### src/rtl/multicycle_control_unit.sv
// Multi-cycle control unit: sequences FETCH/DECODE/EXECUTE/MEM/WRITEBACK
// around the datapath. It handshakes with instruction and data memory,
// freezes on stall, and parks in a sticky TRAP state on an illegal opcode.
//
// Optional build macro: MCU_PERF_CNT_EN adds a retired-instruction counter on
// instr_count. When it is undefined, instr_count is tied to zero and no
// counter flops are built.
//
// Ports:
//   clk, rst_n            clock; synchronous active-low reset
//   opcode                instruction opcode, sampled on imem_ack in FETCH
//   zero                  ALU zero flag (branch condition)
//   imem_ack, dmem_ack    memory handshakes
//   stall                 freeze the FSM and suppress strobes
//   imem_req, ir_load     instruction fetch request / IR load strobe
//   alu_control, alu_src  ALU operation and B-operand select
//   branch, pc_src        BEQ in EXECUTE / take branch target
//   pc_en, reg_write      PC update and register-file write strobes
//   mem_read, mem_write   data memory requests
//   illegal               sticky illegal-opcode trap
//   state_o               FSM state (FETCH=0 .. TRAP=5)
//   instr_count           retired instruction count
module multicycle_control_unit #(
  parameter int unsigned OPCODE_W = 4,
  parameter int unsigned ALUCTL_W = 2,
  parameter int unsigned CNT_W    = 32
) (
  input  logic                clk,
  input  logic                rst_n,
  input  logic [OPCODE_W-1:0] opcode,
  input  logic                zero,
  input  logic                imem_ack,
  input  logic                dmem_ack,
  input  logic                stall,
  output logic                imem_req,
  output logic                ir_load,
  output logic [ALUCTL_W-1:0] alu_control,
  output logic                alu_src,
  output logic                branch,
  output logic                pc_src,
  output logic                pc_en,
  output logic                reg_write,
  output logic                mem_read,
  output logic                mem_write,
  output logic                illegal,
  output logic [2:0]          state_o,
  output logic [CNT_W-1:0]    instr_count
);

  typedef enum logic [2:0] {
    S_FETCH     = 3'd0,
    S_DECODE    = 3'd1,
    S_EXECUTE   = 3'd2,
    S_MEM       = 3'd3,
    S_WRITEBACK = 3'd4,
    S_TRAP      = 3'd5
  } state_t;

  localparam logic [3:0] OP_SUB   = 4'd1;
  localparam logic [3:0] OP_AND   = 4'd2;
  localparam logic [3:0] OP_OR    = 4'd3;
  localparam logic [3:0] OP_ADDI  = 4'd4;
  localparam logic [3:0] OP_LOAD  = 4'd5;
  localparam logic [3:0] OP_STORE = 4'd6;
  localparam logic [3:0] OP_BEQ   = 4'd7;

  state_t              r_state;
  state_t              w_next_state;
  logic [OPCODE_W-1:0] r_op_q;

  logic [3:0] w_op_lo;
  logic       w_op_illegal;
  logic       w_is_beq;
  logic       w_is_load;
  logic       w_is_store;
  logic       w_is_imm;
  logic [1:0] w_alu_op;

  logic                w_imem_req;
  logic                w_ir_load;
  logic                w_alu_active;
  logic [ALUCTL_W-1:0] w_alu_control;
  logic                w_alu_src;
  logic                w_branch;
  logic                w_pc_src;
  logic                w_pc_en;
  logic                w_reg_write;
  logic                w_mem_read;
  logic                w_mem_write;
  logic                w_illegal;

  // Decode of the latched opcode; any set bit above the low nibble is illegal.
  assign w_op_lo      = r_op_q[3:0];
  assign w_op_illegal = ((r_op_q >> 4) != '0) || w_op_lo[3];
  assign w_is_beq     = (w_op_lo == OP_BEQ);
  assign w_is_load    = (w_op_lo == OP_LOAD);
  assign w_is_store   = (w_op_lo == OP_STORE);
  assign w_is_imm     = (w_op_lo == OP_ADDI) || w_is_load || w_is_store;

  always_comb begin
    w_alu_op = 2'd0;
    case (w_op_lo)
      OP_SUB, OP_BEQ: w_alu_op = 2'd1;
      OP_AND:         w_alu_op = 2'd2;
      OP_OR:          w_alu_op = 2'd3;
      default:        w_alu_op = 2'd0;
    endcase
  end

  // State register and opcode latch.
  always_ff @(posedge clk) begin
    if (!rst_n) begin
      r_state <= S_FETCH;
      r_op_q  <= '0;
    end else begin
      r_state <= w_next_state;
      if (w_ir_load) begin
        r_op_q <= opcode;
      end
    end
  end

  // Next-state and control outputs. Stall holds the state and drops only the
  // one-shot strobes; request levels and ALU controls stay put.
  always_comb begin
    w_next_state = r_state;
    w_imem_req   = 1'b0;
    w_ir_load    = 1'b0;
    w_alu_active = 1'b0;
    w_branch     = 1'b0;
    w_pc_src     = 1'b0;
    w_pc_en      = 1'b0;
    w_reg_write  = 1'b0;
    w_mem_read   = 1'b0;
    w_mem_write  = 1'b0;
    w_illegal    = 1'b0;

    case (r_state)
      S_FETCH: begin
        w_imem_req = 1'b1;
        if (imem_ack && !stall) begin
          w_ir_load    = 1'b1;
          w_next_state = S_DECODE;
        end
      end
      S_DECODE: begin
        if (!stall) begin
          w_next_state = w_op_illegal ? S_TRAP : S_EXECUTE;
        end
      end
      S_EXECUTE: begin
        w_alu_active = 1'b1;
        w_branch     = w_is_beq;
        w_pc_src     = w_is_beq && zero;
        if (!stall) begin
          if (w_is_beq) begin
            w_pc_en      = 1'b1;
            w_next_state = S_FETCH;
          end else if (w_is_load || w_is_store) begin
            w_next_state = S_MEM;
          end else begin
            w_next_state = S_WRITEBACK;
          end
        end
      end
      S_MEM: begin
        w_alu_active = 1'b1;
        w_mem_read   = w_is_load;
        w_mem_write  = w_is_store;
        if (dmem_ack && !stall) begin
          if (w_is_load) begin
            w_next_state = S_WRITEBACK;
          end else begin
            w_pc_en      = 1'b1;
            w_next_state = S_FETCH;
          end
        end
      end
      S_WRITEBACK: begin
        w_alu_active = 1'b1;
        if (!stall) begin
          w_reg_write  = 1'b1;
          w_pc_en      = 1'b1;
          w_next_state = S_FETCH;
        end
      end
      S_TRAP: begin
        w_illegal = 1'b1;
      end
      default: begin
        w_next_state = S_FETCH;
      end
    endcase

    w_alu_control = w_alu_active ? ALUCTL_W'(w_alu_op) : '0;
    w_alu_src     = w_alu_active && w_is_imm;
  end

  // Every output reads zero while reset is asserted.
  assign imem_req    = rst_n && w_imem_req;
  assign ir_load     = rst_n && w_ir_load;
  assign alu_control = rst_n ? w_alu_control : '0;
  assign alu_src     = rst_n && w_alu_src;
  assign branch      = rst_n && w_branch;
  assign pc_src      = rst_n && w_pc_src;
  assign pc_en       = rst_n && w_pc_en;
  assign reg_write   = rst_n && w_reg_write;
  assign mem_read    = rst_n && w_mem_read;
  assign mem_write   = rst_n && w_mem_write;
  assign illegal     = rst_n && w_illegal;
  assign state_o     = rst_n ? 3'(r_state) : 3'd0;

`ifdef MCU_PERF_CNT_EN
  logic [CNT_W-1:0] r_instr_count;

  // pc_en fires exactly once per retired instruction and never when stalled.
  always_ff @(posedge clk) begin
    if (!rst_n) begin
      r_instr_count <= '0;
    end else if (w_pc_en) begin
      r_instr_count <= r_instr_count + CNT_W'(1);
    end
  end

  assign instr_count = rst_n ? r_instr_count : '0;
`else
  assign instr_count = CNT_W'(0);
`endif

endmodule

### config.mk
export PLATFORM = sky130hd
export DESIGN_NAME = multicycle_control_unit
export DESIGN_NICKNAME = d
export VERILOG_FILES = /design/src/rtl/multicycle_control_unit.sv
export SDC_FILE = /design/constraint.sdc
export NUM_CORES = 1
export LEC_CHECK = 0
export ABC_AREA = 0
export BUFFER_PORTS_ARGS = -buffer_cell sky130_fd_sc_hd__clkbuf_2
export CORE_MARGIN = 10
export CORE_UTILIZATION = 38
export DETAILED_ROUTE_END_ITERATION = 10
export PLACE_DENSITY = 0.8
export SYNTH_ARGS = -nofsm -noshare
export SYNTH_HDL_FRONTEND = slang
export SYNTH_SLANG_ARGS = --single-unit
### constraint.sdc
create_clock -name clk -period 1.44 [get_ports clk]
set_clock_uncertainty 0.1 [all_clocks]
set_input_delay 0.072 -clock clk [delete_from_list [all_inputs] [get_ports clk]]
set_output_delay 0.072 -clock clk [all_outputs]
set_load 0.005 [all_outputs]
**Word-level counts from Yosys, hierarchy flattened**

Cells that the tools add are included.

- Word-level logic and storage cells: 72
- Output and inout port bits: 47
- Bits in registers: 7
- Bits of input ports: 10

- Equality and inequality tests: 17
- Reduce and logical (&&, ||, !) cells: 22
- Bitwise logic cells: 1
- Muxes and demuxes: 30

Operators by type and width:

| kind | number |
|---|---|
| 2-to-1 mux 3 bit | 10 |
| case mux 3 bit (6 select lines) | 1 |
| equality test 4 x 3 -> 1 bit, second input constant | 4 |
| 2-to-1 mux 1 bit | 15 |
| logical AND 1 bit | 14 |
| inequality test 2 bit, second input constant | 5 |
| equality test 4 x 2 -> 1 bit, second input constant | 2 |
| equality test 3 x 2 -> 1 bit, second input constant | 2 |
| equality test 3 bit, second input constant | 2 |
| case mux 2 bit (3 select lines) | 1 |
| AND reduction 6 bit | 1 |
| equality test 4 x 1 -> 1 bit, second input constant | 1 |
| 2-to-1 mux 2 bit | 2 |
| equality test 3 x 1 -> 1 bit, second input constant | 1 |
| logical NOT 3 bit | 1 |
| logical OR 1 bit | 3 |
| case mux 1 bit (3 select lines) | 1 |
| OR reduction 3 bit | 1 |
| OR reduction 2 bit | 1 |
| logical NOT 1 bit | 1 |
| NOT 1 bit | 1 |

**Logic depth before layout (Yosys ltp)**

- Depth after elaboration: 6
- Depth in mapped cells: 5
- Gate-level depth less buffers: 4

**Least setup slack after synthesis**

No wires, ideal clock.

- Kind: register to register
- From: register r_state[0]
- To: register r_state[0]
- Period minus slack after synthesis: 1457 ps
- Setup slack: -17 ps
- Library setup time: 119 ps
- Data arrival time: 1238 ps
- Data required time: 1221 ps
- Cell stages (with the launch flop): 5
- Cells stage by stage: dfxtp_1 nor4bb_2 nor4_4 o41ai_2 o221a_1

- Word-level cells in the longest chain between the ends: 3

Ends and longest elaborated chain:

| what | RTL line | RTL |
|---|---|---|
| start: declaration | 67 | `state_t r_state;` |
| start signal: assignment | 116 | `r_state <= w_next_state;` |
| equality test 3 x 2 -> 1 bit, or another cell as far along | 138 | `case (r_state)` |
| inequality test 2 bit (no line) / NOT 1 bit (equally long branches) | -- |  |
| AND reduction 6 bit (no line) | -- |  |

Parallel ways exist; a longest one is shown, timed or not.
A chain may end at the register's enable or synchronous reset.

**Worst setup path in the final report**

- From: register r_op_q[3]
- To: output pc_en

- Word-level cells in the longest chain between the ends: 5

Ends and longest elaborated chain:

| what | RTL line | RTL |
|---|---|---|
| start: declaration | 69 | `logic [OPCODE_W-1:0] r_op_q;` |
| start signal: assignment | 118 | `r_op_q <= opcode;` |
| equality test 4 x 3 -> 1 bit, on equally long branches | 96, 95 |  |
| 2-to-1 mux 1 bit, on equally long branches | 171, 156 |  |
| 2-to-1 mux 1 bit, on equally long branches | 170, 155 |  |
| case mux 1 bit (3 select lines) * | 138 |  |
| logical AND 1 bit * | 206 | `assign pc_en = rst_n && w_pc_en;` |
| end: declaration | 41 | `output logic pc_en,` |

Mark *: on every way between the ends. The rest lies on a longest branch, timed or not.

==> flow_summary.json <==
{
  "critical_path.max_fanout": 6,
  "cts_made_buffers": 3,
  "antenna_found_initial": 0,
  "critPathKind": "flip-flop to output port",
  "whs_ns": 0.149,
  "drt-pass1-iter-count": 6,
  "start_util_pct": 39.6,
  "yosys_most_used_dff": "dfxtp_1",
  "period_minus_slack_ns": 1.65,
  "cts_buffer_depth": 2,
  "cellLeakagePower_nw": 0.552,
  "die-area_um2": 4590,
  "port_buffers": 24,
  "overflow": 0,
  "stdcell_area_um2": 1230,
  "cts.sinks": 7,
  "drv_cap": 0,
  "finalMaxSlewViolations": 0,
  "core_um2": 2190,
  "wl_per_cell_um": 14.1,
  "final_hold_viol_count": 0,
  "fp.dieH_um": 67.8,
  "rsz0062_at_grt": "yes",
  "cts_tree": "built",
  "ys_seq_area_share_pct": 16.2,
  "io_pins": 57,
  "crit_path_end_kind": "output port",
  "nets": 167,
  "routed_via_density": 4.57,
  "area_growth_pct": 41.4,
  "required_ns": 1.27,
  "p_per_area_nw_per_um2": 613,
  "start_kind": "flip-flop",
  "root_buffer": "clkbuf_4",
  "place.gp.congestion": 0.830,
  "diodes": 0,
  "mostFrequentLayoutCells": "conb_1, clkbuf_2, buf_4",
  "clk_latency_ns": 0.25,
  "max_freq_mhz": 606,
  "synth_cell_types": 35,
  "hp-class": "input port to flip-flop",
  "async_reset_ff_share_pct": 0,
  "placed_cell_area_um2": 971,
  "syn_inst": 111,
  "drive_gt1_share_pct": 47.4,
  "final_antenna_net_count": 0,
  "grt_pass1_wl_mm": 3.66,
  "wl_mm": 2.60,
  "fp-row-count": 17,
  "status": "finished with violations",
  "syn-cell-area_um2": 867,
  "arrival_ns": 1.48,
  "violations": "negative setup slack",
  "grt_pass1_vias": 815,
  "cts.clk_slew.worst_paths_ns": 0.05,
  "htree_levels": 1,
  "final_common_cell": "conb_1",
  "fin_ws_ns": -0.210,
  "num_vias": 841,
  "vdd_ir_drop_max_v": 0.000274,
  "fin_crit_sh_pct": 115,
  "drt_iter0_markers": 67,
  "chipWidth_um": 67.8,
  "synth_edf_count": 0,
  "grt_max_degree": 13,
  "grtUsageTotal_pct": 9.96,
  "hpwl_mm": 1.86,
  "synth_seq_cells": 7,
  "yosys_warnings": 0,
  "drc_errors": 0,
  "setup_violations": 16,
  "syn_avg_cell_area_um2": 7.81
}
[cell usage after synthesis, types with 2 or more instances]
cell / n / area, µm²
a211oi_1: 3 / 22.5
a21boi_1: 5 / 37.5
a21oi_1: 2 / 10.0
and2_1: 3 / 18.8
buf_2: 3 / 15.0
buf_4: 32 / 240
clkbuf_1: 3 / 11.3
dfxtp_1: 7 / 140
inv_1: 5 / 18.8
nand2_1: 6 / 22.5
nand2b_1: 4 / 25.0
nand3b_1: 3 / 22.5
nor2_1: 5 / 18.8
nor3_1: 3 / 15.0
nor4_1: 3 / 18.8
o21ai_0: 4 / 20.0
o221a_1: 2 / 22.5
[report_power, final]
part	switching (mW)	leakage (nW)	total, mW	internal, mW
Clock	0.0706	0.0150	0.176	0.106
Sequential	0.0254	0.0612	0.235	0.209
Combinational	0.168	0.476	0.341	0.173
Total	0.264	0.552	0.752	0.488
[logic make-up after synthesis]
kind of cell	Yosys count	synth area share (%)
and+or+nand+nor	37	29.1
other	1	0.432
xor gates and xnor gates	1	1.01
AOI/OAI and AO/OA	22	20.3
DFF	7	16.2
buffers and inverters	43	32.9
[layer usage]
metal  global-route usage [%]  wire [µm]  vias up
met1                     11.4        926      385
met2                     16.7       1320       35
met5                        0          0        -
li1                         -          -      417
met3                     3.97        323        4
met4                     3.02         31        0
[path summary, 6_finish.rpt]
kind	from	to	slack, ns	cells past startpoint
hold / removal	rst_n	r_state[0]	0.15	3
hold reg to reg	r_op_q[2]	r_op_q[2]	0.44	2
setup / recovery	r_op_q[3]	pc_en	-0.21	5
setup reg to reg	r_state[0]	r_state[1]	-0.14	5
[worst max-delay path, cell delays in order, from the launching register on]
cell,delay (ns)
dfxtp_4,0.36
and4b_1,0.27
a21oi_1,0.05
a211o_1,0.28
a21oi_2,0.13
buf_2,0.13
[repair_timing]
| action | CTS | global route |
|---|---|---|
| hold endpoints to repair | 4 | 0 |
| hold buffers | 4 | 0 |
| setup buffers | 4 | 3 |
| gates resized for setup | 19 | 20 |
| endpoints found under the setup margin | 18 | 18 |
| pin swaps | 9 | 4 |
[sequential cells by signal, summed over array words and instances, names as in the netlist]
register,flops
r_state,3
r_op_q,4
[through the flow]
step	setup slack, ns	cells	utilization [%]	setup TNS [ns]	power, mW
floorplan	-0.0123	142	-	-0.0223	0.451
global placement	-0.0763	169	44.3	-0.195	0.474
detailed placement	-0.174	169	44.3	-0.555	0.482
CTS	-0.180	181	52.4	-1.57	0.724
global route	-0.278	184	56.0	-2.62	0.802
finish	-0.210	184	56.0	-1.70	0.752
[area by class of cell]
type	instances	area, µm²
clock buffer	4	26.3
fill	211	965
inverter	5	18.8
multi-input combinational	92	653
sequential	7	160
tap	28	35.0
timing repair buffer	48	333
Note: power is estimated with default switching activity, not from simulation.
